<file path="src/rtl/gpio_ctrl.sv">
// gpio_ctrl: register-mapped GPIO controller driving tristate pin buffers, with
// synchronised/edge-detected readback. Define GPIO_DEBOUNCE_EN to add input debounce.
module gpio_ctrl #(
    parameter int NUM_GPIO     = 8,
    parameter int DEBOUNCE_DIV = 1000
) (
    input  logic                clk,
    input  logic                rst,
    input  logic                stb,
    input  logic                we,
    input  logic [2:0]          addr,
    input  logic [31:0]         data_in,
    output logic [31:0]         data_out,
    output logic                ack,
    input  logic [NUM_GPIO-1:0] gpio_in,
    output logic [NUM_GPIO-1:0] gpio_out,
    output logic [NUM_GPIO-1:0] gpio_oen,
    output logic                irq
);

    localparam logic [2:0] ADDR_DATA = 3'd0;
    localparam logic [2:0] ADDR_DIR  = 3'd1;
    localparam logic [2:0] ADDR_STAT = 3'd2;
    localparam logic [2:0] ADDR_MASK = 3'd3;
    localparam logic [2:0] ADDR_POL  = 3'd4;
    localparam logic [2:0] ADDR_OUTL = 3'd5;

    typedef enum logic [2:0] {
        ARM_WAIT0,
        ARM_WAIT1,
        ARM_WAIT2,
        ARM_SETTLE,
        ARM_ON
    } arm_state_e;

    arm_state_e arm_q, arm_d;

    logic [NUM_GPIO-1:0] sync1_q, sync2_q, prev_q;
    logic [NUM_GPIO-1:0] pin_val;
    logic [NUM_GPIO-1:0] edge_evt;
    logic                sample_tick;
    logic                armed;

    logic [NUM_GPIO-1:0] out_q, out_d;
    logic [NUM_GPIO-1:0] dir_q, dir_d;
    logic [NUM_GPIO-1:0] stat_q, stat_d;
    logic [NUM_GPIO-1:0] mask_q, mask_d;
    logic [NUM_GPIO-1:0] pol_q, pol_d;
    logic [NUM_GPIO-1:0] rd_field;
    logic [NUM_GPIO-1:0] wdata;
    logic [31:0]         rdata_q, rdata_d;
    logic                ack_q;
    logic                irq_q;
    logic                wr_en;

    logic                unused_wdata;

    assign wr_en        = stb & we;
    assign wdata        = data_in[NUM_GPIO-1:0];
    assign unused_wdata = ^data_in;

    // Two-flop synchroniser on the asynchronous pin readback; prev holds the
    // conditioned value one cycle back for edge detection.
    always_ff @(posedge clk or posedge rst) begin
        if (rst) begin
            sync1_q <= '0;
            sync2_q <= '0;
            prev_q  <= '0;
        end else begin
            sync1_q <= gpio_in;
            sync2_q <= sync1_q;
            prev_q  <= pin_val;
        end
    end

`ifdef GPIO_DEBOUNCE_EN
    localparam int PRESC_W = (DEBOUNCE_DIV > 1) ? $clog2(DEBOUNCE_DIV) : 1;
    localparam logic [PRESC_W-1:0] PRESC_LAST = PRESC_W'(DEBOUNCE_DIV - 1);

    logic [PRESC_W-1:0]  presc_q, presc_d;
    logic [NUM_GPIO-1:0] hist0_q, hist1_q, hist2_q;
    logic [NUM_GPIO-1:0] deb_q;

    assign sample_tick = (presc_q == PRESC_LAST);

    always_comb begin
        presc_d = presc_q + PRESC_W'(1);
        if (sample_tick) begin
            presc_d = '0;
        end
    end

    // A pin only changes state once three consecutive tick samples agree.
    assign pin_val = (hist0_q & hist1_q & hist2_q)
                   | (deb_q & (hist0_q | hist1_q | hist2_q));

    always_ff @(posedge clk or posedge rst) begin
        if (rst) begin
            presc_q <= '0;
            hist0_q <= '0;
            hist1_q <= '0;
            hist2_q <= '0;
            deb_q   <= '0;
        end else begin
            presc_q <= presc_d;
            deb_q   <= pin_val;
            if (sample_tick) begin
                hist0_q <= sync2_q;
                hist1_q <= hist0_q;
                hist2_q <= hist1_q;
            end
        end
    end
`else
    logic unused_div;

    assign unused_div  = (DEBOUNCE_DIV != 0);
    assign sample_tick = 1'b1;
    assign pin_val     = sync2_q;
`endif

    // Hold-off after reset so the synchroniser (and debounce) fill is never seen
    // as an edge; with debounce an extra settle cycle lets prev catch pin_val.
    always_comb begin
        arm_d = arm_q;
        case (arm_q)
            ARM_WAIT0: if (sample_tick) arm_d = ARM_WAIT1;
            ARM_WAIT1: if (sample_tick) arm_d = ARM_WAIT2;
`ifdef GPIO_DEBOUNCE_EN
            ARM_WAIT2: if (sample_tick) arm_d = ARM_SETTLE;
            ARM_SETTLE: arm_d = ARM_ON;
`else
            ARM_WAIT2: arm_d = ARM_ON;
`endif
            default: arm_d = ARM_ON;
        endcase
    end

    always_ff @(posedge clk or posedge rst) begin
        if (rst) begin
            arm_q <= ARM_WAIT0;
        end else begin
            arm_q <= arm_d;
        end
    end

    assign armed    = (arm_q == ARM_ON);
    assign edge_evt = armed ? ((pol_q & pin_val & ~prev_q) | (~pol_q & ~pin_val & prev_q))
                            : '0;

    // Register writes; an edge event on a bit overrides a same-cycle W1C of it.
    always_comb begin
        out_d  = out_q;
        dir_d  = dir_q;
        mask_d = mask_q;
        pol_d  = pol_q;
        stat_d = stat_q | edge_evt;
        if (wr_en) begin
            case (addr)
                ADDR_DATA: out_d  = wdata;
                ADDR_DIR:  dir_d  = wdata;
                ADDR_STAT: stat_d = (stat_q & ~wdata) | edge_evt;
                ADDR_MASK: mask_d = wdata;
                ADDR_POL:  pol_d  = wdata;
                default:   ;
            endcase
        end
    end

    always_comb begin
        rd_field = '0;
        case (addr)
            ADDR_DATA: rd_field = pin_val;
            ADDR_DIR:  rd_field = dir_q;
            ADDR_STAT: rd_field = stat_q;
            ADDR_MASK: rd_field = mask_q;
            ADDR_POL:  rd_field = pol_q;
            ADDR_OUTL: rd_field = out_q;
            default:   rd_field = '0;
        endcase
        rdata_d = '0;
        if (stb) begin
            rdata_d[NUM_GPIO-1:0] = rd_field;
        end
    end

    always_ff @(posedge clk or posedge rst) begin
        if (rst) begin
            out_q   <= '0;
            dir_q   <= '0;
            stat_q  <= '0;
            mask_q  <= '0;
            pol_q   <= '1;
            rdata_q <= '0;
            ack_q   <= 1'b0;
            irq_q   <= 1'b0;
        end else begin
            out_q   <= out_d;
            dir_q   <= dir_d;
            stat_q  <= stat_d;
            mask_q  <= mask_d;
            pol_q   <= pol_d;
            rdata_q <= rdata_d;
            ack_q   <= stb;
            irq_q   <= |(stat_q & mask_q);
        end
    end

    assign gpio_out = out_q;
    assign gpio_oen = ~dir_q;
    assign data_out = rdata_q;
    assign ack      = ack_q;
    assign irq      = irq_q;

endmodule

</file>
<file path="config.mk">
export PLATFORM = sky130hd
export DESIGN_NAME = gpio_ctrl
export DESIGN_NICKNAME = d
export VERILOG_FILES = /design/src/rtl/gpio_ctrl.sv
export SDC_FILE = /design/constraint.sdc
export NUM_CORES = 1
export LEC_CHECK = 0
export BUFFER_PORTS_ARGS = -buffer_cell sky130_fd_sc_hd__buf_2
export CAP_MARGIN = 30
export CORE_ASPECT_RATIO = 0.9
export CORE_UTILIZATION = 55
export CTS_CLUSTER_DIAMETER = 50
export CTS_CLUSTER_SIZE = 12
export DETAILED_ROUTE_END_ITERATION = 12
export GPL_ROUTABILITY_DRIVEN = 0
export GPL_TIMING_DRIVEN = 0
export PLACE_DENSITY = 0.82
export REMOVE_ABC_BUFFERS = 1
export SLEW_MARGIN = 20
export SYNTH_ARGS = -nofsm -noshare
export SYNTH_HDL_FRONTEND = slang
export SYNTH_SLANG_ARGS = --single-unit
</file>
<file path="constraint.sdc">
create_clock -name clk -period 4.4 [get_ports clk]
set_input_delay 0.22 -clock clk [delete_from_list [all_inputs] [get_ports clk]]
set_output_delay 0.22 -clock clk [all_outputs]
set_load 0.005 [all_outputs]
</file>
== Yosys cells after proc, flatten, opt, wreduce, memory -nomap -nowiden ==
Index checks and enable logic that the tools add are counted.

* Reduce and logical (&&, ||, !) cells: 7
* Equal/unequal tests: 7
* Bitwise operators: 15
* Muxes and demuxes: 6

{| class="wikitable"
|+ Operator list
! kind !! number
|-
| AND 8 bit || 6
|-
| case mux 8 bit (6 select lines) || 1
|-
| NOT 8 bit || 5
|-
| 2-to-1 mux 8 bit || 4
|-
| bitwise OR 8 bit || 3
|-
| == test 3 bit, second input constant || 3
|-
| AND reduction 2 bit || 4
|-
| OR reduction 8 bit || 1
|-
| == test 3 x 1 -> 1 bit, second input constant || 2
|-
| == test 3 x 2 -> 1 bit, second input constant || 2
|-
| zero test 3 bit || 2
|-
| case mux 3 bit (2 select lines) || 1
|-
| AND 1 bit || 1
|}

* Register bits: 77
* Word-level logic and storage cells: 47
* Input bits: 47
* Output and inout bits: 50

== Depth between registers and ports, before layout ==
Gate-level depths: netlist of the first run.

* Depth in word-level cells: 8
* Gate-level depth with buffers: 6
* Gate-level depth less buffers: 4

== Least setup slack after synthesis of the first run ==
OpenSTA, ideal clock, no wires.

* Path type: input to register
* Start: in addr[2]
* End: reg out_q[0], in the netlist gpio_out[0]
* Path slack: 3.063 ns
* Cell stages on the path: 4
* Buffers on the path: 2
* Arrival: 1.212 ns
* Path through: buf_2 or3_1 buf_4 mux2_4

* Cells in the longest elaborated chain, start to end: 2

{| class="wikitable"
|+ Ends and longest elaborated chain
! item !! line !! RTL
|-
| start, declared || 11 || <nowiki>input logic [2:0] addr,</nowiki>
|-
| zero test 3 bit || 159 || <nowiki>case (addr)</nowiki>
|-
| AND reduction 2 bit (no line) || - ||
|-
| end signal, assigned || 198 || <nowiki>out_q <= out_d;</nowiki>
|-
| end, declared || 44 || <nowiki>logic [NUM_GPIO-1:0] out_q, out_d;</nowiki>
|}

Every way passes these cells.
A chain may end at the register's enable or synchronous reset.

== Worst setup path after layout of the first run ==
* Start: in addr[0]
* End: reg out_q[0], in the netlist gpio_out[0]

The elaborated chain is that of the path after synthesis.

==> results of run 1 <==
==> worst max-delay path by stage <==
| stage | start | end | cells after the start | slack (ns) |
|---|---|---|---|---|
| after global placement | rst | pin_val[6]$_DFF_PP0_ | 2 | 1.46 |
| after global routing | addr[0] | gpio_out[0]$_DFFE_PP0P_ | 4 | 2.70 |
| final | addr[0] | gpio_out[0]$_DFFE_PP0P_ | 4 | 2.75 |
| after floorplan | rst | ack$_DFF_PP0_ | 1 | 2.23 |
| after CTS | addr[2] | pol_q[0]$_DFFE_PP1P_ | 4 | 2.57 |
| after detailed placement | addr[2] | pol_q[2]$_DFFE_PP1P_ | 4 | 2.26 |
==> sequential cells by signal, summed over array words and instances (netlist names) <==
| register | cells |
|---|---|
| sync1_q | 8 |
| arm_q | 3 |
| mask_q | 8 |
| irq | 1 |
| prev_q | 8 |
| pin_val | 8 |
| pol_q | 8 |
| data_out | 8 |
| gpio_out | 8 |
| ack | 1 |
| dir_q | 8 |
| stat_q | 8 |
==> area by class of cell <==
type | count | area [um2]
sequential | 77 | 1937
fill | 437 | 1846
multi-input combinational | 168 | 1245
timing repair buffer | 60 | 362.8
clock buffer | 11 | 141.4
clock inverter | 4 | 120.1
tap | 70 | 87.58
inverter | 13 | 51.30
==> power breakdown <==
group	switching [mW]	internal, mW
Sequential	0.0683	0.813
Clock	0.240	0.447
Combinational	0.117	0.160
Total	0.425	1.42
==> cells by family after synthesis <==
| kind of cell | share of synthesized area |
|---|---|
| buffers and inverters | 0.08370 |
| AO/OA/AOI/OAI | 0.07223 |
| multiplexers | 0.1804 |
| other | 0.001110 |
| AND/OR/NAND/NOR | 0.08926 |
| flip-flops | 0.5733 |
==> metal layers <==
metal	part of all wire	up-vias	wire length, um
met5	0	-	0
met4	0.0081	0	51
met3	0.048	7	305
met2	0.50	67	3122
met1	0.45	1077	2817
li1	-	996	-
==> cell usage after synthesis, drive strengths merged <==
cell / n
a21boi: 1
a21oi: 4
a22o: 8
a22oi: 7
a31oi: 1
and2: 3
buf: 33
conb: 1
dfrtp: 69
dfstp: 8
inv: 13
mux2: 39
mux2i: 5
mux4: 4
nand2: 25
nand2b: 3
nand3: 1
nand3b: 3
nand4: 1
nor2: 13
nor2b: 3
nor3b: 4
o21ai: 10
o22ai: 6
or2: 1
or3: 2
==> through the flow <==
step                area [um2]    util  power, mW
CTS                       3938  0.6800      1.862
detailed placement        3586  0.6193      1.164
global route              3945  0.6813      1.935
global placement          3558  0.6145      1.148
finish                    3945  0.6813      1.845
floorplan                 3231       -      1.053
==> repair_timing <==
action,CTS,global route
resized for setup,0,0
setup buffers,0,0
hold buffers,9,0
endpoints found under the hold margin,39,0
==> results.txt, run 1 <==
- Critical hold path startpoint: stb
- Fmax: 605.6 MHz
- The finished layout holds 403 standard cells, fillers aside.
* Arrival time of the worst setup path: 1.88 ns
- Across the run, the number of max-cap violations was 0.
- TritonCTS Buffers: 9
- Routed wire per std cell: 15.63 um
* Number of global-route vias before repair: 2,137
- The core region is 0.005791 mm2.
- STA puts the critical path data required time at 4.63 ns.
- In this run the power density over the cells is 467.7 mW/mm2.
- The first global-routing pass estimated 10,560 um of wire.
- Class of the worst hold path: in -> reg
- Count of distinct cell types in the synthesized netlist: 31
* Count of mapped cells out of synthesis: 268
- Of all cell types, the one taking the most synthesized area is sky130_fd_sc_hd__dfrtp_1.
* Total placed cells including tap cells: 378
- Worst Skew: 0.007365 ns
- Buffers added on ports: 48
- In this run, synthesis produced a sequential element count of 77.
- After layout, the minimum clock period comes to 1.651 ns.
- Ordered list of cells on the worst path: buf_2 -> nand3b_4 -> or3_1 -> mux2_4
- Cell chosen for the clock root: sky130_fd_sc_hd__clkbuf_8
- TritonCTS Sinks: 77
* Synth-to-Final Area Change: 16.78%
* Clock input transition at the sequential cells of the worst setup and hold paths: 0.07 ns
* Initial drt markers: 106
* GR Layer Usage met2: 0.3545
* Cell family with the largest share of critical-path delay: simple AND/OR/NAND/NOR gates
- TritonCTS built the clock tree.
- The worst setup path is captured at a flip-flop.
- The top cell types in the final layout, fill and taps aside, are sky130_fd_sc_hd__dfrtp_1 (69), sky130_fd_sc_hd__buf_2 (49), sky130_fd_sc_hd__mux2_2 (31).
- Number of hold-slack violations in the final timing report: 0
* Hold depth: 1
- Number of setup violations in the final report: 0
- Fraction of layout cells with a size suffix above 1: 0.3634
* Area share of the leading cell type in the synthesized netlist: 0.5111
- Leading cell types by total area after synthesis: sky130_fd_sc_hd__dfrtp_1 (51%), sky130_fd_sc_hd__mux2_2 (10%), sky130_fd_sc_hd__buf_4 (6.2%)
- Summed over all nets, the half-perimeter wirelength after detailed placement is 4166 um.
- Counting along the longest clock path gives a buffer depth of 2.
- For this run, the total global-route usage over all layers was measured as 0.2174.
- Top-level port count: 97
- Setup repair after global routing left no endpoint under its margin.
* Starting density of the core: 0.5834
* Routed vias: 2,147
- Violations in the final reports: design-rule violations
- For hold timing, the worst endpoint is ack$_DFF_PP0_.
* Pin slew with the least headroom to its limit: 0.7089 ns
* Die height: 76.35 um
- Worst-Skew Late Latency: 0.34 ns
- The run finished, with violations left.
* Final Max Tran Viols: 0
- Post-route setup TNS: 0 ns
* Worst reg2reg startpoint: arm_q[0]$_DFF_PP0_
- The share of the Yosys chip area taken by registers is 0.5733.
* Std-Cell Rows: 26
- The first detailed-routing pass took 10 iterations.
* Most common library cell in the layout ignoring fill and taps: sky130_fd_sc_hd__dfrtp_1
- STA classifies the critical path startpoint as an input port.
* Reg2reg setup slack: 2.91 ns
- Prior to clock tree synthesis, the placed netlist has a worst setup slack of 2.256 ns.
- Post-route antenna net violation count: 0
- Global routing usage on met3: 0.07042
* Met1 track demand over resource: 0.2854
- Crit path kind: in -> reg
* Total Nets Final: 376
- The worst register-to-register path has a depth of 3.
- In this run the cell area of the synthesized design comes to 0.003378 mm2.
- Slowest stage delay, CP: 0.56 ns
- Reg2reg end: stat_q[7]$_DFF_PP0_
- Sum of buffers and inverters on the critical path: 1
- In this run the worst path has a maximum fanout of 24.
* Overall die area: 0.006460 mm2
- The global routing stage identified its most utilized layer as met2.
- Via/cell ratio: 5.328
- Die Span X: 84.61 um
- Headroom to the max-slew limit came out at 0.5264.
- 0 antenna diodes ended up in the layout.
- The largest individual stage delay along the critical path comes from the cell sky130_fd_sc_hd__or3_1.
* Post-synthesis area per instance: 12.61 um2
* Final WL: 6297 um
* PnR worst setup slack: 2.749 ns
- CTS H-Tree Depth: 3
- Synthesis Warnings: 0
- Global route total overflow: 0
- In the finished design, the share of the clock period the worst path needs comes to 0.3753.
* Initial antenna violation count: 0
* Worst hold-check slack: 0.1507 ns
- Maximum VDD drop: 0.0002964 V
* Number of DRC violations after detailed routing: 1
- For this design the static power due to leakage is 1.872 nW.
* Maximum number of pins on one net before global-route repair: 44
No activity file was read; power rests on OpenSTA's default activity.
==> run 2: changes to the inputs <==
--- a/config.mk
+++ b/config.mk
@@ -5,16 +5,17 @@
 export SDC_FILE = /design/constraint.sdc
 export NUM_CORES = 1
 export LEC_CHECK = 0
+export ABC_AREA = 1
 export BUFFER_PORTS_ARGS = -buffer_cell sky130_fd_sc_hd__buf_2
 export CAP_MARGIN = 30
 export CORE_ASPECT_RATIO = 0.9
-export CORE_UTILIZATION = 55
+export CORE_UTILIZATION = 47
 export CTS_CLUSTER_DIAMETER = 50
 export CTS_CLUSTER_SIZE = 12
 export DETAILED_ROUTE_END_ITERATION = 12
 export GPL_ROUTABILITY_DRIVEN = 0
 export GPL_TIMING_DRIVEN = 0
-export PLACE_DENSITY = 0.82
+export PLACE_DENSITY = 0.74
 export REMOVE_ABC_BUFFERS = 1
 export SLEW_MARGIN = 20
 export SYNTH_ARGS = -nofsm -noshare
==> constraint.sdc (replaced) <==
create_clock -name clk -period 1.4 [get_ports clk]
set_input_delay 0.07 -clock clk [delete_from_list [all_inputs] [get_ports clk]]
set_output_delay 0.07 -clock clk [all_outputs]
set_load 0.005 [all_outputs]
==> run 2 against run 1 <==
Effect of this change: largest cell class unchanged; the flow now finishes without violations; register-to-register slack got worse by 2.8 ns; clock-buffer cell count increased by 2; routed wire length increased by 16%; critical path type unchanged; largest power group unchanged; critical endpoint is now data_out[2]$_DFF_PP0_; sequential share of layout area about the same; synthesized cell count increased by 37%; non-clock buffer count increased by 1.
==> results.txt, run 2 <==
- The family of cells with the greatest summed delay on the critical path is buffers and inverters (was simple AND/OR/NAND/NOR gates).
* Fmax: 770.7 MHz
- The largest clock skew in the final design came to 0.004927 ns (was 0.007365 ns).
- Commonest cells after routing, fill and taps aside: sky130_fd_sc_hd__nand2_1 (73), sky130_fd_sc_hd__dfrtp_1 (69), sky130_fd_sc_hd__buf_2 (48) (was sky130_fd_sc_hd__dfrtp_1 (69), sky130_fd_sc_hd__buf_2 (49), sky130_fd_sc_hd__mux2_2 (31)).
- The area added between synthesis and finish was 13.22% (was 16.78%).
* Number of hold-slack violations in the final timing report: 0 (unchanged)
- The leakage power total was 1.926 nW (was 1.872 nW).
* Number of DRC violations after detailed routing: 0 (was 1)
- The area enclosed by the die boundary was 0.007757 mm2 (was 0.006460 mm2).
* Detailed-routing iteration count for the pre-antenna-repair pass: 4 (was 10)
- TritonCTS Buffers: 9 (unchanged)
* Initial antenna violation count: 0 (unchanged)
* Fraction of the mapped netlist area in simple logic gates: 0.2131 (was 0.08926)
- The number of buffers between clock root and the deepest sink came to 2 (unchanged).
- Count of distinct cell types in the synthesized netlist: 26 (was 31)
- The dominant synthesized flop cell is sky130_fd_sc_hd__dfrtp_1 (unchanged).
* Maximum VDD drop: 0.0007281 V (was 0.0002964 V)
- Fillers: 647 (was 437)
* Initial drt markers: 172 (was 106)
- The class of the worst hold path is in -> reg (unchanged).
- TritonCTS Sinks: 77 (unchanged)
- The post-route cell area is 0.003943 mm2 (was 0.003945 mm2).
- The wire length of the first global-routing pass is 12,330 um (was 10,560 um).
- Kind of capture point of the worst setup path: flip-flop (unchanged)
- The post-synthesis share of cell area spent on full adders, half adders and majority gates was 0 (unchanged).
- The most common cell after layout, fill and taps aside is sky130_fd_sc_hd__nand2_1 (was sky130_fd_sc_hd__dfrtp_1).
- Ordered list of cells on the worst path: buf_2 -> clkinvlp_4 -> nand4_1 -> nand2_1 -> nor2_1 -> a21oi_1 (was buf_2 -> nand3b_4 -> or3_1 -> mux2_4)
- The relative slew slack was 0.5297 (was 0.5264).
- The count of buffers inserted at the top-level ports was 48 (unchanged).
* Most area-hungry cell type in the Yosys netlist: sky130_fd_sc_hd__dfrtp_1 (unchanged)
- Final Max Tran Viols: 0 (unchanged)
- Post-synthesis area per instance: 9.488 um2 (was 12.61 um2)
* GRT Util Overall: 0.2065 (was 0.2174)
- The overall via count from detail_route came to 2,669 (was 2,147).
- The gate count after technology mapping was 367 (was 268).
* Synth Area in Compound Gates: 0.1056 (was 0.07222)
* Arrival time of the worst setup path: 1.51 ns (was 1.88 ns)
- The clock transition at the registers of the reported paths is 0.07 ns (about the same).
- The origin of the critical flop-to-flop path is arm_q[1]$_DFF_PP0_ (was arm_q[0]$_DFF_PP0_).
* Standard cell core area: 0.007112 mm2 (was 0.005791 mm2)
- The floorplan row count is 29 (was 26).
- The final routed wire length divided by cell count is 14.09 um (was 15.63 um).
* Number of flip-flops and latches in the synthesized netlist: 77 (unchanged)
- The endpoint with the worst hold slack is mask_q[5]$_DFFE_PP0P_ (was ack$_DFF_PP0_).
- The level count of the clock H-tree came to 3 (unchanged).
* Setup repair after global routing missed its margin: false (unchanged)
* Max-Cap Viols: 0 (unchanged)
- The fraction of final layout cells sized beyond drive strength 1 came to 0.1972 (was 0.3634).
- The final routed wirelength across all metal layers is 7314 um (was 6297 um).
- The count of synthesis-stage warnings from yosys came to 0 (unchanged).
- The required time of the critical path came to 1.61 ns (was 4.63 ns).
- The share of the synthesized area in the top cell type was 0.4959 (was 0.5111).
- Die height: 83.66 um (was 76.35 um)
- Via/cell ratio: 5.143 (was 5.328)
- The worst reg2reg path endpoint is stat_q[2]$_DFF_PP0_ (was stat_q[7]$_DFF_PP0_).
* Worst-Skew Late Latency: 0.35 ns (was 0.34 ns)
- Die Span X: 92.73 um (was 84.61 um)
* Number of global-route vias before repair: 2,584 (was 2,137)
* Register-to-Register Path Depth: 5 (was 3)
- Of the available clock period, the critical path in the final layout requires 0.9268.
- The maximum number of pins on one net before global-route repair was 52 (was 44).
* Area after detailed placement: 0.003650 mm2 (was 0.003586 mm2)
* Post-synthesis mux area share: 0 (was 0.1804)
- The starting density of the core is 0.4896 (was 0.5834).
- The startpoint kind of the worst setup timing path is an input port (unchanged).
- List of most frequent post-synthesis cells: sky130_fd_sc_hd__nand2_1 (73), sky130_fd_sc_hd__dfrtp_1 (69), sky130_fd_sc_hd__o21ai_0 (40) (was sky130_fd_sc_hd__dfrtp_1 (69), sky130_fd_sc_hd__mux2_2 (31), sky130_fd_sc_hd__buf_4 (28)).
* PnR worst setup slack: 0.1025 ns (was 2.749 ns)
- The fraction of registers with async set or reset after synthesis is 1.000 (unchanged).
- The remaining number of nets flagged by the antenna check after routing is 0 (unchanged).
- Worst slack after detailed placement: -0.5053 ns (was 2.256 ns)
* Total Nets Final: 469 (was 376)
- Result of the run: complete, no violations (was complete, but fails checks).
* Post-route setup TNS: 0 ns (unchanged)
* Hold depth: 3 (was 1)
- The kind of critical path was in -> reg (unchanged).
- Top-level port count: 97 (unchanged)
* Pin slew with the least headroom to its limit: 0.7054 ns (was 0.7089 ns)
- Synthesized-area fraction occupied by xor and xnor cells: 0 (unchanged)
- The register area share after synthesis was 0.5562 (was 0.5733).
- Number of setup violations in the final report: 0 (unchanged)
* Shortest clock period the worst path allows after layout: 1.297 ns
- The clock root buffer was sky130_fd_sc_hd__clkbuf_8 (unchanged).
- Main combinational cell family by area after synthesis: simple AND/OR/NAND/NOR gates (was multiplexers)
* Slowest stage delay, CP: 0.54 ns (was 0.56 ns)
* Number of enable flip-flop cells after synthesis: 0 (unchanged)
- Leading cell types by total area after synthesis: sky130_fd_sc_hd__dfrtp_1 (50%), sky130_fd_sc_hd__nand2_1 (7.9%), sky130_fd_sc_hd__buf_4 (6.0%) (was sky130_fd_sc_hd__dfrtp_1 (51%), sky130_fd_sc_hd__mux2_2 (10%), sky130_fd_sc_hd__buf_4 (6.2%))
- DP HPWL: 4498 um (was 4166 um)
* CTS tree: built (unchanged)
- Most repeated cell in the gate-level netlist after synthesis: sky130_fd_sc_hd__nand2_1 (was sky130_fd_sc_hd__dfrtp_1)
- Cell Area, Synth: 0.003482 mm2 (was 0.003378 mm2)
- Antenna cells: 0 (unchanged)
- The register-to-register setup slack is 0.12 ns (was 2.91 ns).
- Source of the critical timing path: addr[0] (unchanged)
- The power density over the cells is 1227 mW/mm2 (was 467.7 mW/mm2).
- The number of buffer and inverter instances along the worst setup path came to 2 (was 1).
* Global route total overflow: 0 (unchanged)
- The power consumption came to 4.837 mW (was 1.845 mW).
- The highest-delay cell along the critical path is sky130_fd_sc_hd__buf_2 (was sky130_fd_sc_hd__or3_1).
- Critical hold path startpoint: data_in[5] (was stb)
- The highest fanout seen on the critical path is 28 (was 24).
run 2: layout make-up:
type	instances	area (um2)	area share
Clock buffer	13	148.9	0.03777
Tap cell	93	116.4	0.02951
Clock inverter	2	10.01	0.002539
Inverter	33	133.9	0.03396
Timing Repair Buffer	61	382.9	0.09711
Multi-Input combinational cell	240	1214	0.3078
Sequential cell	77	1937	0.4913
run 2: worst reg2reg max path: stages, from the launching register on:
cell and delay, ns:
sky130_fd_sc_hd__dfrtp_1 0.38, sky130_fd_sc_hd__or2_2 0.34, sky130_fd_sc_hd__nor2_4 0.14, sky130_fd_sc_hd__buf_4 0.14, sky130_fd_sc_hd__nand2_1 0.05, sky130_fd_sc_hd__o21ai_0 0.15
run 2: cells by family after synthesis:
logic type | count (synthesis)
AO/OA/AOI/OAI | 73
buffers and inverters | 73
flip-flops | 77
other | 1
AND/OR/NAND/NOR | 143
run 2: timing repair:
| item | CTS | global route |
|---|---|---|
| pin swaps | 0 | 1 |
| hold endpoints to repair | 35 | 0 |
| setup buffers | 0 | 2 |
| resized for setup | 2 | 3 |
| endpoints found under the setup margin | 12 | 16 |
| hold buffers | 10 | 0 |
run 2: how the worst max path moves through the flow:
stage | end | slack [ns] | cells past startpoint
2_1_floorplan | ack$_DFF_PP0_ | -0.62 | 1
3_3_place_gp | dir_q[5]$_DFFE_PP0P_ | -1.43 | 2
3_5_place_dp | dir_q[5]$_DFFE_PP0P_ | -0.51 | 4
4_1_cts | stat_q[1]$_DFF_PP0_ | 0.04 | 5
5_1_grt | data_out[4]$_DFF_PP0_ | 0.01 | 6
6_report | data_out[2]$_DFF_PP0_ | 0.10 | 6
run 2: metal layers:
metal / vias to the layer above / GRT usage / share of wire
li1: 1296 / - / -
met1: 1261 / 0.2752 / 0.43
met2: 100 / 0.3152 / 0.48
met3: 12 / 0.06102 / 0.070
met4: 0 / 0.08671 / 0.019
met5: - / 0 / 0
run 2: report_power, final:
group          internal (mW)  leakage [nW]  switching [mW]  total, mW
Clock                  0.678        0.0833           0.726       1.40
Sequential              2.52         0.905           0.194       2.71
Combinational          0.302         0.938           0.420      0.722
Total                   3.50          1.93            1.34       4.84
run 2: through the flow:
step | hold slack (ns) | utilization | instances
CTS | 0.02341 | 0.5505 | 517
detailed placement | 0.07083 | 0.5132 | 492
floorplan | 0.1014 | - | 350
global route | 0.04562 | 0.5544 | 519
finish | 0.03102 | 0.5544 | 519
global placement | 0.1776 | 0.5090 | 491
==> run 3: changes to the inputs <==
--- a/config.mk
+++ b/config.mk
@@ -8,14 +8,16 @@
 export ABC_AREA = 1
 export BUFFER_PORTS_ARGS = -buffer_cell sky130_fd_sc_hd__buf_2
 export CAP_MARGIN = 30
+export CELL_PAD_IN_SITES_DETAIL_PLACEMENT = 1
+export CELL_PAD_IN_SITES_GLOBAL_PLACEMENT = 2
 export CORE_ASPECT_RATIO = 0.9
-export CORE_UTILIZATION = 47
+export CORE_UTILIZATION = 28
 export CTS_CLUSTER_DIAMETER = 50
 export CTS_CLUSTER_SIZE = 12
 export DETAILED_ROUTE_END_ITERATION = 12
 export GPL_ROUTABILITY_DRIVEN = 0
 export GPL_TIMING_DRIVEN = 0
-export PLACE_DENSITY = 0.74
+export PLACE_DENSITY_LB_ADDON = 0.08
 export REMOVE_ABC_BUFFERS = 1
 export SLEW_MARGIN = 20
 export SYNTH_ARGS = -nofsm -noshare
==> run 3 against run 2 <==
Effect of this change: first-iteration DRC count is 39% lower; sequential power hardly changed; sequential share of layout area is 3.1 points lower; register-to-register slack better by 0.02 ns; clock-buffer cell count stayed put; critical path depth is 1 higher; critical endpoint is now stat_q[6]$_DFF_PP0_; non-clock buffer count is 2 higher; largest power group unchanged; combinational power is 3.3% higher.
==> results.txt, run 3 (synthesis results as in run 2) <==
- Launching element type of the critical path: input port (unchanged)
* Peak fanout along the critical path: 8 (was 28)
- The overall via count from detail_route came to 2,702 (was 2,669).
- The relative slew slack was 0.6171 (was 0.5297).
- The number of sinks on the clock net came to 77 (unchanged).
- Die height: 107.8 um (was 83.66 um)
- The maximum clock frequency is 790.3 MHz (was 770.7 MHz).
- Post-route setup TNS: 0 ns (unchanged)
- Overall die area: 0.01289 mm2 (was 0.007757 mm2)
- The count of final max-slew check failures came to 0 (unchanged).
- TritonCTS Buffers: 9 (unchanged)
- Final Core Density: 0.3483 (was 0.5544)
- The chip width came to 119.6 um (was 92.73 um).
- Number of hold-slack violations in the final timing report: 0 (unchanged)
* Maximum number of pins on one net before global-route repair: 50 (was 52)
* Final design area excluding fillers: 0.004207 mm2 (was 0.003943 mm2)
* Commonest cells after routing, fill and taps aside: sky130_fd_sc_hd__nand2_1 (73), sky130_fd_sc_hd__dfrtp_1 (69), sky130_fd_sc_hd__buf_2 (47) (was sky130_fd_sc_hd__nand2_1 (73), sky130_fd_sc_hd__dfrtp_1 (69), sky130_fd_sc_hd__buf_2 (48))
- Number of global-route vias before repair: 2,670 (was 2,584)
- Worst hold-check slack: 0.06103 ns (was 0.03102 ns)
* Critical hold path startpoint: data_in[3] (was data_in[5])
- Setup repair after global routing missed its margin: false (unchanged)
- Source of the critical timing path: stb (was addr[0])
* Fraction of layout cells with a size suffix above 1: 0.2098 (was 0.1972)
* Buffers added on ports: 48 (unchanged)
- Result of the run: complete, no violations (unchanged)
- Maximum VDD drop: 0.0005309 V (was 0.0007281 V)
- The clock tree from TritonCTS is built (unchanged).
- Final WL: 9190 um (was 7314 um)
* Via/cell ratio: 4.587 (was 5.143)
* Detailed-routing iteration count for the pre-antenna-repair pass: 4 (unchanged)
- Crit path kind: in -> reg (unchanged)
- The data arrival at the endpoint of the critical path is 1.47 ns (was 1.51 ns).
- The floorplan row count is 38 (was 29).
- The largest clock skew in the final design was 0.003717 ns (was 0.004927 ns).
* Pin slew with the least headroom to its limit: 0.5743 ns (was 0.7054 ns)
- The most common cell after layout, fill and taps aside was sky130_fd_sc_hd__nand2_1 (unchanged).
* Clock input transition at the sequential cells of the worst setup and hold paths: 0.06 ns (was 0.07 ns)
- Standard cell core area: 0.01208 mm2 (was 0.007112 mm2)
* Class of the worst hold path: in -> reg (unchanged)
* Total Nets Final: 471 (was 469)
* Cell chosen for the clock root: sky130_fd_sc_hd__clkbuf_16 (was sky130_fd_sc_hd__clkbuf_8)
- Post-route antenna net violation count: 0 (unchanged)
- The initial antenna violation count came to 0 (unchanged).
* Uppermost signal routing layer after detailed routing: met4 (unchanged)
- The number of buffers between clock root and the deepest sink was 2 (unchanged).
* Detail Route met2 WL: 3989 um (was 3490 um)
* Global route total overflow: 0 (unchanged)
- GRT Util Overall: 0.1568 (was 0.2065)
- Antenna cells: 0 (unchanged)
- The power density over the cells was 1359 mW/mm2 (was 1227 mW/mm2).
* CTS H-Tree Depth: 3 (unchanged)
- The clock latency reported for the late side of the worst-skew pair came to 0.33 ns (was 0.35 ns).
* Pleak: 2.017 nW (was 1.926 nW)
* Initial drt markers: 105 (was 172)
- The final routed wire length divided by cell count is 15.60 um (was 14.09 um).
* Tcrit/Tclk final: 0.9038 (was 0.9268)
- The type of destination of the critical path was a flip-flop (unchanged).
- The wire length of the first global-routing pass is 14,860 um (was 12,330 um).
- The origin of the critical flop-to-flop path is arm_q[1]$_DFF_PP0_ (unchanged).
* DP HPWL: 5660 um (was 4498 um)
- Max-Cap Viols: 0 (unchanged)
- Data required time of the worst path: 1.61 ns (about the same)
* Number of DRC violations after detailed routing: 0 (unchanged)
* Fillers: 1,440 (was 647)
* Synth-to-Final Area Change: 20.80% (was 13.22%)
- The number of setup violations in the final report is 0 (unchanged).
- The routed metal-1 wirelength is 4711 um (was 3174 um).
- Area after detailed placement: 0.003734 mm2 (was 0.003650 mm2)
* Starting density of the core: 0.2883 (was 0.4896)
* Length of routed met3 wiring: 373 um (was 513 um)
- Top-level port count: 97 (unchanged)
- Shortest clock period the worst path allows after layout: 1.265 ns (was 1.297 ns)
## run 3: changes by cell type in the layout (fill, tap and decap cells not counted), moves of 2 or more
| cell | previous run | this run |
|---|---|---|
| sky130_fd_sc_hd__clkbuf_8 | 10 | 4 |
| sky130_fd_sc_hd__buf_12 | 0 | 2 |
| sky130_fd_sc_hd__clkbuf_16 | 0 | 9 |
| sky130_fd_sc_hd__clkbuf_1 | 3 | 0 |
## run 3: per-layer routing
metal	vias up	global-route usage
met4	0	0.05357
met5	-	0
li1	1299	-
met3	11	0.03814
met2	61	0.2391
met1	1331	0.2159
## run 3: final timing paths
check	to	slack, ns	cells past startpoint
max	stat_q[6]$_DFF_PP0_	0.13	7
min reg2reg	pin_val[0]$_DFF_PP0_	0.35	0
max reg2reg	stat_q[7]$_DFF_PP0_	0.14	5
min	mask_q[3]$_DFFE_PP0P_	0.06	3
min in group asynchronous	prev_q[6]$_DFF_PP0_	0.28	3
max in group asynchronous	pol_q[3]$_DFFE_PP1P_	0.48	4
## run 3: power breakdown
group | internal, mW | switching, mW | total (mW)
registers | 2.52 | 0.186 | 2.71
logic | 0.306 | 0.440 | 0.746
clock network | 1.39 | 0.879 | 2.27
total | 4.21 | 1.51 | 5.72
## run 3: area by class of cell
type / instances / area, um2 / area share
clock buffer: 13 / 280.3 / 0.06663
clock inverter: 3 / 17.52 / 0.004164
inverter: 33 / 132.6 / 0.03153
multi-input combinational: 240 / 1214 / 0.2885
sequential: 77 / 1937 / 0.4604
tap: 160 / 200.2 / 0.04759
timing repair buffer: 63 / 425.4 / 0.1011
## run 3: worst max-delay path: stages
cell                            delay [ns]
sky130_fd_sc_hd__dlygate4sd3_1        0.52
sky130_fd_sc_hd__buf_2                0.12
sky130_fd_sc_hd__nand2_1              0.06
sky130_fd_sc_hd__inv_2                0.18
sky130_fd_sc_hd__nand4_4              0.20
sky130_fd_sc_hd__o21ai_0              0.21
sky130_fd_sc_hd__o21ai_0              0.11
## run 3: per-stage QoR
stage / instances / worst slack, ns / total power, mW
6_report: 589 / 0.1346 / 5.718
5_1_grt: 589 / 0.01946 / 6.062
4_1_cts: 585 / 0.007952 / 5.820
3_5_place_dp: 559 / -0.6717 / 3.476
3_3_place_gp: 558 / -1.840 / 3.451
2_1_floorplan: 350 / -0.6234 / 3.115
## run 3: timing repair
| action | CTS | global route |
|---|---|---|
| hold buffers | 10 | 0 |
| setup endpoints to repair | 24 | 17 |
| hold endpoints to repair | 35 | 0 |
| cloned | 0 | 0 |
| buffers inserted | 0 | 4 |
| resized for setup | 3 | 3 |
| pin swaps | 0 | 1 |
